[config.mk]
export PLATFORM = sky130hd
export DESIGN_NAME = multicycle_ctrl
export DESIGN_NICKNAME = d
export VERILOG_FILES = /design/src/rtl/multicycle_ctrl.sv
export SDC_FILE = /design/constraint.sdc
export NUM_CORES = 1
export LEC_CHECK = 0
export ABC_AREA = 0
export BUFFER_PORTS_ARGS = -buffer_cell sky130_fd_sc_hd__buf_2
export CORE_ASPECT_RATIO = 1.5
export CORE_MARGIN = 5
export CORE_UTILIZATION = 25
export DETAILED_ROUTE_END_ITERATION = 10
export PLACE_DENSITY_LB_ADDON = 0.05
export REMOVE_ABC_BUFFERS = 1
export SYNTH_ARGS = -nofsm -noshare
export SYNTH_HDL_FRONTEND = slang
export SYNTH_SLANG_ARGS = --single-unit
[constraint.sdc]
create_clock -name clk -period 1.8 [get_ports clk]
set_clock_uncertainty 0.05 [all_clocks]
set_input_delay 0.18 -clock clk [delete_from_list [all_inputs] [get_ports clk]]
set_output_delay 0.18 -clock clk [all_outputs]
set_load 0.02 [all_outputs]
[src/rtl/multicycle_ctrl.sv]
// rtl/multicycle_ctrl.sv - multicycle RV32I-subset control FSM with memory-ready handshake
module multicycle_ctrl (
    input  logic       clk,
    input  logic       reset,
    input  logic [6:0] op,
    input  logic [2:0] funct3,
    input  logic       funct7,
    input  logic       Zero,
    input  logic       mem_ready,
    output logic       PCWrite,
    output logic       AdrSrc,
    output logic       MemWrite,
    output logic       IRWrite,
    output logic       RegWrite,
    output logic [1:0] ResultSrc,
    output logic [1:0] ALUSrcA,
    output logic [1:0] ALUSrcB,
    output logic [1:0] ImmSrc,
    output logic [2:0] ALUControl,
    output logic       instr_done,
    output logic       illegal,
    output logic [3:0] state
);

    typedef enum logic [3:0] {
        S_FETCH    = 4'd0,
        S_DECODE   = 4'd1,
        S_MEMADR   = 4'd2,
        S_MEMREAD  = 4'd3,
        S_MEMWB    = 4'd4,
        S_MEMWRITE = 4'd5,
        S_EXECR    = 4'd6,
        S_EXECI    = 4'd7,
        S_ALUWB    = 4'd8,
        S_BEQ      = 4'd9,
        S_JAL      = 4'd10
    } state_t;

    localparam logic [6:0] OP_LW  = 7'b0000011;
    localparam logic [6:0] OP_SW  = 7'b0100011;
    localparam logic [6:0] OP_R   = 7'b0110011;
    localparam logic [6:0] OP_I   = 7'b0010011;
    localparam logic [6:0] OP_BEQ = 7'b1100011;
    localparam logic [6:0] OP_JAL = 7'b1101111;

    state_t     state_q, state_d;
    logic [1:0] alu_op;
    logic       pc_write_raw, mem_write_raw, ir_write_raw, reg_write_raw;
    logic       done_raw, illegal_raw;

    always_comb begin
        state_d = S_FETCH;
        case (state_q)
            S_FETCH:    state_d = mem_ready ? S_DECODE : S_FETCH;
            S_DECODE: begin
                case (op)
                    OP_LW, OP_SW: state_d = S_MEMADR;
                    OP_R:         state_d = S_EXECR;
                    OP_I:         state_d = S_EXECI;
                    OP_BEQ:       state_d = S_BEQ;
                    OP_JAL:       state_d = S_JAL;
                    default:      state_d = S_FETCH;
                endcase
            end
            S_MEMADR:   state_d = op[5] ? S_MEMWRITE : S_MEMREAD;
            S_MEMREAD:  state_d = mem_ready ? S_MEMWB : S_MEMREAD;
            S_MEMWB:    state_d = S_FETCH;
            S_MEMWRITE: state_d = mem_ready ? S_FETCH : S_MEMWRITE;
            S_EXECR:    state_d = S_ALUWB;
            S_EXECI:    state_d = S_ALUWB;
            S_ALUWB:    state_d = S_FETCH;
            S_BEQ:      state_d = S_FETCH;
            S_JAL:      state_d = S_ALUWB;
            default:    state_d = S_FETCH;
        endcase
    end

    always_ff @(posedge clk or posedge reset) begin
        if (reset) begin
            state_q <= S_FETCH;
        end else begin
            state_q <= state_d;
        end
    end

    always_comb begin
        pc_write_raw  = 1'b0;
        AdrSrc        = 1'b0;
        mem_write_raw = 1'b0;
        ir_write_raw  = 1'b0;
        reg_write_raw = 1'b0;
        ResultSrc     = 2'b00;
        ALUSrcA       = 2'b00;
        ALUSrcB       = 2'b00;
        alu_op        = 2'b00;
        done_raw      = 1'b0;
        illegal_raw   = 1'b0;
        case (state_q)
            S_FETCH: begin
                ALUSrcB      = 2'b10;
                ResultSrc    = 2'b10;
                ir_write_raw = mem_ready;
                pc_write_raw = mem_ready;
            end
            S_DECODE: begin
                ALUSrcA = 2'b01;
                ALUSrcB = 2'b01;
                case (op)
                    OP_LW, OP_SW, OP_R, OP_I, OP_BEQ, OP_JAL: illegal_raw = 1'b0;
                    default: begin
                        illegal_raw = 1'b1;
                        done_raw    = 1'b1;
                    end
                endcase
            end
            S_MEMADR: begin
                ALUSrcA = 2'b10;
                ALUSrcB = 2'b01;
            end
            S_MEMREAD: AdrSrc = 1'b1;
            S_MEMWB: begin
                ResultSrc     = 2'b01;
                reg_write_raw = 1'b1;
                done_raw      = 1'b1;
            end
            S_MEMWRITE: begin
                AdrSrc        = 1'b1;
                mem_write_raw = 1'b1;
                done_raw      = mem_ready;
            end
            S_EXECR: begin
                ALUSrcA = 2'b10;
                alu_op  = 2'b10;
            end
            S_EXECI: begin
                ALUSrcA = 2'b10;
                ALUSrcB = 2'b01;
                alu_op  = 2'b10;
            end
            S_ALUWB: begin
                reg_write_raw = 1'b1;
                done_raw      = 1'b1;
            end
            S_BEQ: begin
                ALUSrcA      = 2'b10;
                alu_op       = 2'b01;
                pc_write_raw = Zero;
                done_raw     = 1'b1;
            end
            S_JAL: begin
                // PC takes the target held in ALUOut while the ALU forms the link value
                ALUSrcA      = 2'b01;
                ALUSrcB      = 2'b10;
                pc_write_raw = 1'b1;
            end
            default: ;
        endcase
    end

    always_comb begin
        case (op)
            OP_SW:   ImmSrc = 2'b01;
            OP_BEQ:  ImmSrc = 2'b10;
            OP_JAL:  ImmSrc = 2'b11;
            default: ImmSrc = 2'b00;
        endcase
    end

    always_comb begin
        case (alu_op)
            2'b01: ALUControl = 3'b001;
            2'b10: begin
                case (funct3)
                    3'b000:  ALUControl = (op[5] & funct7) ? 3'b001 : 3'b000;
                    3'b010:  ALUControl = 3'b101;
                    3'b110:  ALUControl = 3'b110;
                    3'b111:  ALUControl = 3'b010;
                    default: ALUControl = 3'b000;
                endcase
            end
            default: ALUControl = 3'b000;
        endcase
    end

    // Write-type strobes are held off for the whole time reset is high
    assign PCWrite    = pc_write_raw  & ~reset;
    assign MemWrite   = mem_write_raw & ~reset;
    assign IRWrite    = ir_write_raw  & ~reset;
    assign RegWrite   = reg_write_raw & ~reset;
    assign instr_done = done_raw      & ~reset;
    assign illegal    = illegal_raw   & ~reset;
    assign state      = state_q;

endmodule

==> results.txt, run 1 <==
Worst Path Arrival: 1.56 ns
F_max: 0.5576 GHz
Initial core utilization: 26.16%
Post-Syn Area: 648.1 um2
Cells after synthesis: 90
DRT Pass-1 Iters: 4
H-tree depth: 1
Global-route wire length before repair: 3781 um
CP endpoint kind: primary output
Status: finished, final reports clean
Peak supply drop: 156.4 uV
Async S/R FF share, synth: 100.0%
NumNets Final: 159
RSZ-0062 raised after global routing: yes
Die width: 51.58 um
Vias in the first global route: 863
Share of post-route cells with drive strength above 1: 55.00%
Max-Cap Viols: 0
Row cnt: 22
Initial drt markers: 17
# IOs: 37
Post-route setup TNS: 0 ns
EDFF count, synth: 0
WL final: 2313 um
Core Area: 2477 um2
Ys flop type: dfrtp_1
Die Area: 3732 um2
Gr ovfl total: 0
DR DRC count: 0
Crit-path max FO: 4
Syn-to-layout area delta: 68.53%
DRT antenna net count: 0
Final Hold Viols: 0
Crit path launch type: flop
Synth cell types: 42
Clk pin slew, worst setup/hold paths: 0.04 ns
Seq cells post-synth: 4
Hold crit path type: in2reg
Most common cell after layout, fill and taps aside: buf_2
DR vias: 867
Die Ht: 72.36 um
Post-synth top area share: 15.44%
Relative slew slack: 70.41%
Static Leak: 0.0005065 uW
Yosys warnings: 0
Root Buffer: clkbuf_4
Max reg flops: 4
Most frequent cells in the layout: buf_2 (29), buf_4 (19), nor2_1 (8)
Initial antenna violation count: 0
GPL Wtd Cong: 0.7262
Clk buf depth: 2
Crit path time final: 1.794 ns
Fin util: 44.09%
GR Layer Usage met2: 25.35%
Global route hottest layer: met2
Global Route Usage Sum: 13.16%
Fin. max-slew vios: 0
Critical path type: reg2out
Worst-Margin Slew: 0.4327 ns
Met1 usage: 13.14%
Cell type with the largest total area after synthesis: dfrtp_1
Number of diodes: 0
Clock latency on the worst-skew pair: 0.23 ns
Hold slack: 0.2961 ns
Largest cells by area after synthesis: dfrtp_1 (15%), nand2b_1 (5.8%), nor2_1 (5.2%)
CTS buffer count: 3
Sequential share of the synthesized area: 15.44%
Largest net degree at the start of global routing: 19
Final period util: 99.64%
Via-to-Cell Ratio: 5.287
Avg Cell Area, Syn: 7.201 um2
CP Data Required Time: 1.57 ns
Wire length per cell: 14.10 um
Final HPWL DP: 1718 um
I/O Buffers: 36
Finish-stage setup viols: 0
PwrDens: 421.5 nW/um2
CTS tree: done
Met3 Resource Use GR: 2.053%
CTS Sinks: 4
-- layout make-up --
| type | count | area (um2) |
|---|---|---|
| Inverter | 5 | 18.77 |
| Fill cell | 283 | 1385 |
| Timing Repair Buffer | 52 | 331.6 |
| Tap cell | 24 | 30.03 |
| Multi-Input combinational cell | 76 | 586.8 |
| Clock buffer | 3 | 22.52 |
| Sequential cell | 4 | 102.6 |
-- critical path: stages (launching register included) --
cell and delay [ns]:
dfrtp_1 0.41, and2b_2 0.26, nand3_2 0.10, ha_4 0.25, nor3_2 0.16, buf_4 0.16
-- report_power, final --
part / internal [uW] / leakage, uW / total [uW] / switching (uW)
sequential: 95.3 / 0.0000505 / 99.3 / 3.97
combinational: 112 / 0.000442 / 253 / 141
clock: 74.4 / 0.0000138 / 108 / 33.8
total: 282 / 0.000506 / 460 / 178
-- layer usage --
metal / vias up / wire length, um / part of all wire (%)
met2: 28 / 1283 / 55
met5: - / 0 / 0
li1: 434 / - / -
met4: 0 / 23 / 0.99
met3: 2 / 143 / 6.2
met1: 403 / 861 / 37
-- cell usage after synthesis (2+ instances only) --
library cell  n
a2111oi_0     2
nor4_1        2
dfrtp_1       4
or2_2         2
inv_1         5
o32ai_1       2
nor3_1        6
ha_1          2
nand2b_1      6
nand3_1       5
nor2_1        9
buf_2         4
o21a_1        2
nor2b_1       5
nand2_1       4
a21oi_1       3
a21o_1        2
-- final timing paths --
kind                           from            end  slack [ns]  cells past startpoint
min in group asynchronous     reset       state[1]        0.44                      3
max                        state[1]  ALUControl[2]       0.006                      5
max reg2reg                state[3]       state[1]        0.21                      5
min reg2reg                state[3]       state[0]        0.56                      1
max in group asynchronous     reset       state[2]        1.07                      3
min                           op[4]       state[0]        0.30                      3
-- per-stage QoR --
stage	cell area [um2]	cells	total power [uW]	worst slack [ns]
2_1_floorplan	620.6	85	225.9	-0.4488
6_report	1092	164	460.4	0.006453
3_3_place_gp	890.9	153	316.6	0.1348
4_1_cts	1015	162	445.8	-0.01947
5_1_grt	1092	164	496.3	-0.07292
3_5_place_dp	890.9	153	316.2	0.08574
-- what timing repair did --
action                                  in CTS  in global routing
endpoints found under the setup margin       7                 10
resized for setup                           12                 19
pin swaps                                    5                  2
hold buffers                                 1                  0
endpoints found under the hold margin        4                  0
buffers inserted                             5                  2
gates cloned                                 0                  0
-- kinds of logic (layout without fill, tap and decap cells) --
family	after synthesis	after routing	share of synthesized area, %
xor+xnor	2	2	2.703
fa+ha+maj	2	2	3.860
simple gates	50	50	44.60
compound gates	21	21	24.71
flops	4	4	15.44
buf+inv	10	60	7.144
mux	1	1	1.544
Note: power is estimated with default switching activity, not from simulation.
==> inputs of run 2 (changes only) <==
--- a/config.mk
+++ b/config.mk
@@ -7,9 +7,8 @@
 export LEC_CHECK = 0
 export ABC_AREA = 0
 export BUFFER_PORTS_ARGS = -buffer_cell sky130_fd_sc_hd__buf_2
-export CORE_ASPECT_RATIO = 1.5
 export CORE_MARGIN = 5
-export CORE_UTILIZATION = 25
+export CORE_UTILIZATION = 43
 export DETAILED_ROUTE_END_ITERATION = 10
 export PLACE_DENSITY_LB_ADDON = 0.05
 export REMOVE_ABC_BUFFERS = 1
==> constraint.sdc (replaced) <==
create_clock -name clk -period 2 [get_ports clk]
set_clock_uncertainty 0.05 [all_clocks]
set_input_delay 0.2 -clock clk [delete_from_list [all_inputs] [get_ports clk]]
set_output_delay 0.2 -clock clk [all_outputs]
set_load 0.02 [all_outputs]
==> run 2 against run 1 <==
  * Power down 18%
  * Highest routed layer is now met3
  * Largest power group unchanged
  * Worst hold slack worse by 0.014 ns
  * First-iteration DRC count down 53%
  * Sequential share of layout area up 1.6 points
==> results.txt, run 2 (synthesis results as in run 1) <==
Status: finished, final reports clean (unchanged)
Vias in the first global route: 804 (was 863)
Clk buf depth: 2 (unchanged)
Worst Path Arrival: 1.71 ns (was 1.56 ns)
Wire length per cell: 12.79 um (was 14.10 um)
Via-to-Cell Ratio: 5.507 (was 5.287)
Die Ht: 48.83 um (was 72.36 um)
CTS Sinks: 4 (unchanged)
Core Area: 1471 um2 (was 2477 um2)
F_max: 0.5107 GHz
DR DRC count: 0 (unchanged)
Row cnt: 14 (was 22)
DRT antenna net count: 0 (unchanged)
I/O Buffers: 36 (unchanged)
Hold slack: 0.2819 ns (was 0.2961 ns)
CP Data Required Time: 1.75 ns (was 1.57 ns)
PwrDens: 406.3 nW/um2 (was 421.5 nW/um2)
Static Leak: 0.0004515 uW (was 0.0005065 uW)
Reg2Reg Depth: 4 (was 5)
Most frequent cells in the layout: buf_2 (34), nor2_1 (8), buf_4 (8) (was buf_2 (29), buf_4 (19), nor2_1 (8))
DR vias: 815 (was 867)
Number of diodes: 0 (unchanged)
Initial drt markers: 8 (was 17)
# IOs: 37 (unchanged)
NumNets Final: 151 (was 159)
WL final: 1893 um (was 2313 um)
Most common cell after layout, fill and taps aside: buf_2 (unchanged)
H-tree depth: 1 (unchanged)
Crit-path max FO: 6 (was 4)
CTS tree: done (unchanged)
Initial core utilization: 44.05% (was 26.16%)
Die width: 48.83 um (was 51.58 um)
DRT Pass-1 Iters: 4 (unchanged)
Max reg flops: 4 (unchanged)
Clock latency on the worst-skew pair: 0.23 ns (about the same)
Syn-to-layout area delta: 43.44% (was 68.53%)
CTS buffer count: 3 (unchanged)
Final Hold Viols: 0 (unchanged)
Clk pin slew, worst setup/hold paths: 0.04 ns (about the same)
Post-route setup TNS: 0 ns (unchanged)
Hold path depth: 3 (unchanged)
GPL Wtd Cong: 0.7482 (was 0.7262)
Crit path time final: 1.958 ns
Max-Cap Viols: 0 (unchanged)
Critical path type: reg2out (unchanged)
Crit path launch type: flop (unchanged)
Root Buffer: clkbuf_4 (unchanged)
Die Area: 2384 um2 (was 3732 um2)
Final period util: 97.91%
Initial antenna violation count: 0 (unchanged)
Fin area: 929.6 um2 (was 1092 um2)
Global Route Usage Sum: 16.07% (was 13.16%)
Share of post-route cells with drive strength above 1: 44.70% (was 55.00%)
Fin. max-slew vios: 0 (unchanged)
Largest net degree at the start of global routing: 19 (unchanged)
Finish-stage setup viols: 0 (unchanged)
Worst-Margin Slew: 0.5414 ns (was 0.4327 ns)
Total chip power: 377.7 uW (was 460.4 uW)
Relative slew slack: 62.97% (was 70.41%)
Hold crit path type: in2reg (unchanged)
Gr ovfl total: 0 (unchanged)
Post-DP Area: 850.8 um2 (was 890.9 um2)
Peak supply drop: 285.3 uV (was 156.4 uV)
Global-route wire length before repair: 3270 um (was 3781 um)
Final HPWL DP: 1418 um (was 1718 um)
CP endpoint kind: primary output (unchanged)
==> run 2: layout make-up <==
| class | count | area (um2) |
|---|---|---|
| Fill cell | 160 | 541.8 |
| Multi-Input combinational cell | 76 | 514.2 |
| Timing Repair Buffer | 44 | 251.5 |
| Sequential cell | 4 | 102.6 |
| Clock buffer | 3 | 22.52 |
| Tap cell | 16 | 20.02 |
| Inverter | 5 | 18.77 |
==> run 2: repair_timing <==
item,CTS,global route
resized for setup,1,9
endpoints found under the setup margin,1,5
hold endpoints to repair,4,0
buffers inserted,0,3
hold buffers,1,0
==> run 2: stage by stage <==
step | instances | setup WS [ns] | util [%]
2_1_floorplan | 85 | -0.2688 | -
3_3_place_gp | 141 | 0.2311 | 57.82
3_5_place_dp | 141 | 0.1957 | 57.82
5_1_grt | 148 | -0.002485 | 63.18
4_1_cts | 145 | 0.01164 | 60.12
6_report | 148 | 0.04173 | 63.18
==> run 2: power breakdown <==
group / switching (uW) / total (uW) / internal, uW / leakage, uW
Combinational: 113 / 190 / 77.4 / 0.000387
Sequential: 4.85 / 90.6 / 85.8 / 0.0000505
Clock: 30.0 / 96.9 / 66.9 / 0.0000138
Total: 148 / 378 / 230 / 0.000452
==> run 2: final timing paths <==
path                       startpoint       end  slack [ns]
setup / recovery             state[3]   PCWrite        0.04
hold / removal                  op[4]  state[0]        0.28
setup reg to reg             state[1]  state[1]        0.53
hold reg to reg              state[3]  state[0]        0.64
max in group asynchronous       reset  state[2]        1.37
min in group asynchronous       reset  state[3]        0.40
==> run 2: critical path, stage by stage (launching register included) <==
cell and delay [ns]:
dfrtp_2 0.43, buf_4 0.17, or3b_1 0.34, a21o_1 0.19, a211oi_2 0.17, buf_4 0.17
==> run 2: per-layer routing <==
layer	vias to the layer above	part of all wire, %	GRT usage (%)
li1	414	-	-
met1	372	42	18.32
met2	29	50	30.65
met3	0	7.3	1.223
met4	0	0	5.381
met5	-	0	0
==> inputs of run 3 (changes only) <==
--- a/config.mk
+++ b/config.mk
@@ -8,7 +8,7 @@
 export ABC_AREA = 0
 export BUFFER_PORTS_ARGS = -buffer_cell sky130_fd_sc_hd__buf_2
 export CORE_MARGIN = 5
-export CORE_UTILIZATION = 43
+export CORE_UTILIZATION = 39
 export DETAILED_ROUTE_END_ITERATION = 10
 export PLACE_DENSITY_LB_ADDON = 0.05
 export REMOVE_ABC_BUFFERS = 1
==> constraint.sdc (replaced) <==
create_clock -name clk -period 1.6 [get_ports clk]
set_clock_uncertainty 0.05 [all_clocks]
set_input_delay 0.16 -clock clk [delete_from_list [all_inputs] [get_ports clk]]
set_output_delay 0.16 -clock clk [all_outputs]
set_load 0.02 [all_outputs]
==> run 3 against run 2 <==
  * Global-route usage rose by 1.2 points
  * Setup slack got worse by 0.30 ns
  * Power rose by 56%
  * Cell count rose by 7.4%
  * Critical path depth did not move
  * Final area rose by 38%
  * Highest routed layer is now met4
  * Clock-buffer cell count did not move
  * Via count rose by 12%
  * Routed wire length rose by 33%
  * Worst hold slack got worse by 0.069 ns
  * The run now ends with setup timing left
==> results.txt, run 3 (synthesis results as in run 1) <==
Wire length per cell: 15.82 um (was 12.79 um)
H-tree depth: 1 (unchanged)
Most frequent cells in the layout: buf_2 (23), buf_4 (17), buf_6 (14) (was buf_2 (34), nor2_1 (8), buf_4 (8))
Initial antenna violation count: 0 (unchanged)
Finish-stage setup viols: 10 (was 0)
Crit path launch type: flop (unchanged)
Hold crit path type: in2reg (unchanged)
Clk pin slew, worst setup/hold paths: 0.04 ns (about the same)
CTS Sinks: 4 (unchanged)
Psw: 241.6 uW (was 147.6 uW)
FF-to-FF Start: state[1] (unchanged)
Worst-Margin Slew: 0.3891 ns (was 0.5414 ns)
Fin. max-slew vios: 0 (unchanged)
Crit-path max FO: 4 (was 6)
Clk buf depth: 2 (unchanged)
Row cnt: 14 (unchanged)
Setup WS pre-CTS: -0.04486 ns (was 0.1957 ns)
Post-DP Area: 918.4 um2 (was 850.8 um2)
I/O Buffers: 36 (unchanged)
Critical path type: reg2out (unchanged)
Worst Path Arrival: 1.64 ns (was 1.71 ns)
Initial core utilization: 42.05% (was 44.05%)
RSZ-0062 raised after global routing: yes
Fin util: 83.20% (was 63.18%)
Final worst slack: -0.2549 ns (was 0.04173 ns)
Peak supply drop: 362.2 uV (was 285.3 uV)
Hold wc startpoint: op[4] (unchanged)
Failing checks: setup timing
M1 wire length: 979 um (was 800 um)
DRT Pass-1 Iters: 4 (unchanged)
Relative slew slack: 73.39% (was 62.97%)
Comb pwr share: 58.3% (was 50.3%)
PwrDens: 458.9 nW/um2 (was 406.3 nW/um2)
Max-Cap Viols: 0 (unchanged)
Max layer used: met4 (was met3)
Die Ht: 50.77 um (was 48.83 um)
# IOs: 37 (unchanged)
Final HPWL DP: 1588 um (was 1418 um)
CP Data Required Time: 1.39 ns (was 1.75 ns)
GPL Wtd Cong: 0.7641 (was 0.7482)
Global Route Usage Sum: 17.26% (was 16.07%)
Switching part of the total: 41.05% (was 39.07%)
WL final: 2515 um (was 1893 um)
Sequential power share: 19.0% (was 24.0%)
Clk pwr share: 22.7% (was 25.7%)
Clock latency on the worst-skew pair: 0.24 ns (was 0.23 ns)
Die width: 50.77 um (was 48.83 um)
Crit path time final: 1.855 ns
Internal power: 346.9 uW (was 230.1 uW)
Critical Path Max Stage Delay: 0.40 ns (was 0.43 ns)
Final Hold Viols: 0 (unchanged)
Most common cell after layout, fill and taps aside: buf_2 (unchanged)
Syn-to-layout area delta: 97.88% (was 43.44%)
Root Buffer: clkbuf_4 (unchanged)
DR vias: 909 (was 815)
Status: finished, violations left (was finished, final reports clean)
Met2 WL: 1353 um (was 955 um)
Vias in the first global route: 849 (was 804)
Static Leak: 0.0005668 uW (was 0.0004515 uW)
F_max: 0.5391 GHz
CP Launch Point: state[1] (was state[3])
CTS buffer count: 3 (unchanged)
Fill cell count: 101 (was 160)
Global-route wire length before repair: 3574 um (was 3270 um)
Multi-input logic area: 705.7 um2 (was 514.2 um2)
Largest net degree at the start of global routing: 19 (unchanged)
DRT antenna net count: 0 (unchanged)
Via-to-Cell Ratio: 5.717 (was 5.507)
Register area: 102.6 um2 (unchanged)
Final period util: 115.9%
Worst-path cell chain: buf_6, or3b_1, a21o_1, a211oi_2, buf_4 (was buf_4, or3b_1, a21o_1, a211oi_2, buf_4)
CP endpoint kind: primary output (unchanged)
Initial drt markers: 9 (was 8)
Max reg flops: 4 (unchanged)
NumNets Final: 162 (was 151)
WL met3: 148 um (was 138 um)
Share of post-route cells with drive strength above 1: 62.94% (was 44.70%)
Fin area: 1282 um2 (was 929.6 um2)
Slowest cell on crit path: dfrtp_1 (was dfrtp_2)
Number of diodes: 0 (unchanged)
Die Area: 2577 um2 (was 2384 um2)
Core Area: 1541 um2 (was 1471 um2)
CTS tree: done (unchanged)
DR DRC count: 0 (unchanged)
Gr ovfl total: 0 (unchanged)
-- run 3: cell count changes in the layout (fill, tap and decap cells not counted), moves of 3 or more --
| cell | previous run | this run |
|---|---|---|
| buf_4 | 8 | 17 |
| buf_6 | 1 | 14 |
| buf_2 | 34 | 23 |
| nor3_1 | 6 | 3 |
| nand2b_1 | 6 | 3 |
| nand2b_4 | 0 | 3 |
-- run 3: final timing paths --
path,endpoint,cells after the start,slack [ns]
setup / recovery,PCWrite,5,-0.25
hold / removal,state[0],3,0.21
setup reg to reg,state[0],5,0.05
hold reg to reg,state[0],2,0.65
max in group asynchronous,state[2],3,0.83
min in group asynchronous,state[3],3,0.48
-- run 3: layout make-up --
cell class                      instances  area share [%]
Clock buffer                            3           1.756
Tap cell                               16           1.561
Multi-Input combinational cell         76           55.02
Timing Repair Buffer                   55           32.00
Sequential cell                         4           8.000
Inverter                                5           1.659
-- run 3: routing by layer --
layer,global-route usage (%),vias up
li1,-,441
met4,5.106,0
met3,1.479,6
met5,0,-
met2,33.26,32
met1,19.50,430
-- run 3: timing repair --
action,4_1_cts,5_1_grt
setup buffers,4,2
endpoints found under the setup margin,11,15
gates resized for setup,37,32
hold buffers,1,0
pin swaps,7,6
endpoints found under the hold margin,4,0
-- run 3: worst max-delay path: cells and delay by family, from the launching register on --
kind,cells,cell delay (ns)
buffers and inverters,2,0.31
AO/OA/AOI/OAI,2,0.34
flip-flops,1,0.40
AND/OR/NAND/NOR,1,0.36
-- run 3: power by group through the flow --
| stage | combinational, uW | clock (uW) | sequential (uW) |
|---|---|---|---|
| 3_3_place_gp | 241 | 0 | 112 |
| 5_1_grt | 364 | 140 | 113 |
| 2_1_floorplan | 121 | 0 | 133 |
| 6_report | 343 | 134 | 112 |
| 3_5_place_dp | 246 | 0 | 112 |
| 4_1_cts | 295 | 132 | 111 |
-- run 3: stage by stage --
| stage | setup TNS [ns] | power (uW) | std cells | hold WS (ns) |
|---|---|---|---|---|
| global route | -1.990 | 616.3 | 159 | 0.2520 |
| detailed placement | -0.07753 | 357.6 | 150 | 0.06348 |
| CTS | -1.230 | 537.7 | 158 | 0.1955 |
| global placement | -0.03825 | 352.8 | 150 | 0.05942 |
| finish | -1.188 | 588.5 | 159 | 0.2126 |
| floorplan | -2.982 | 254.1 | 85 | -0.1159 |
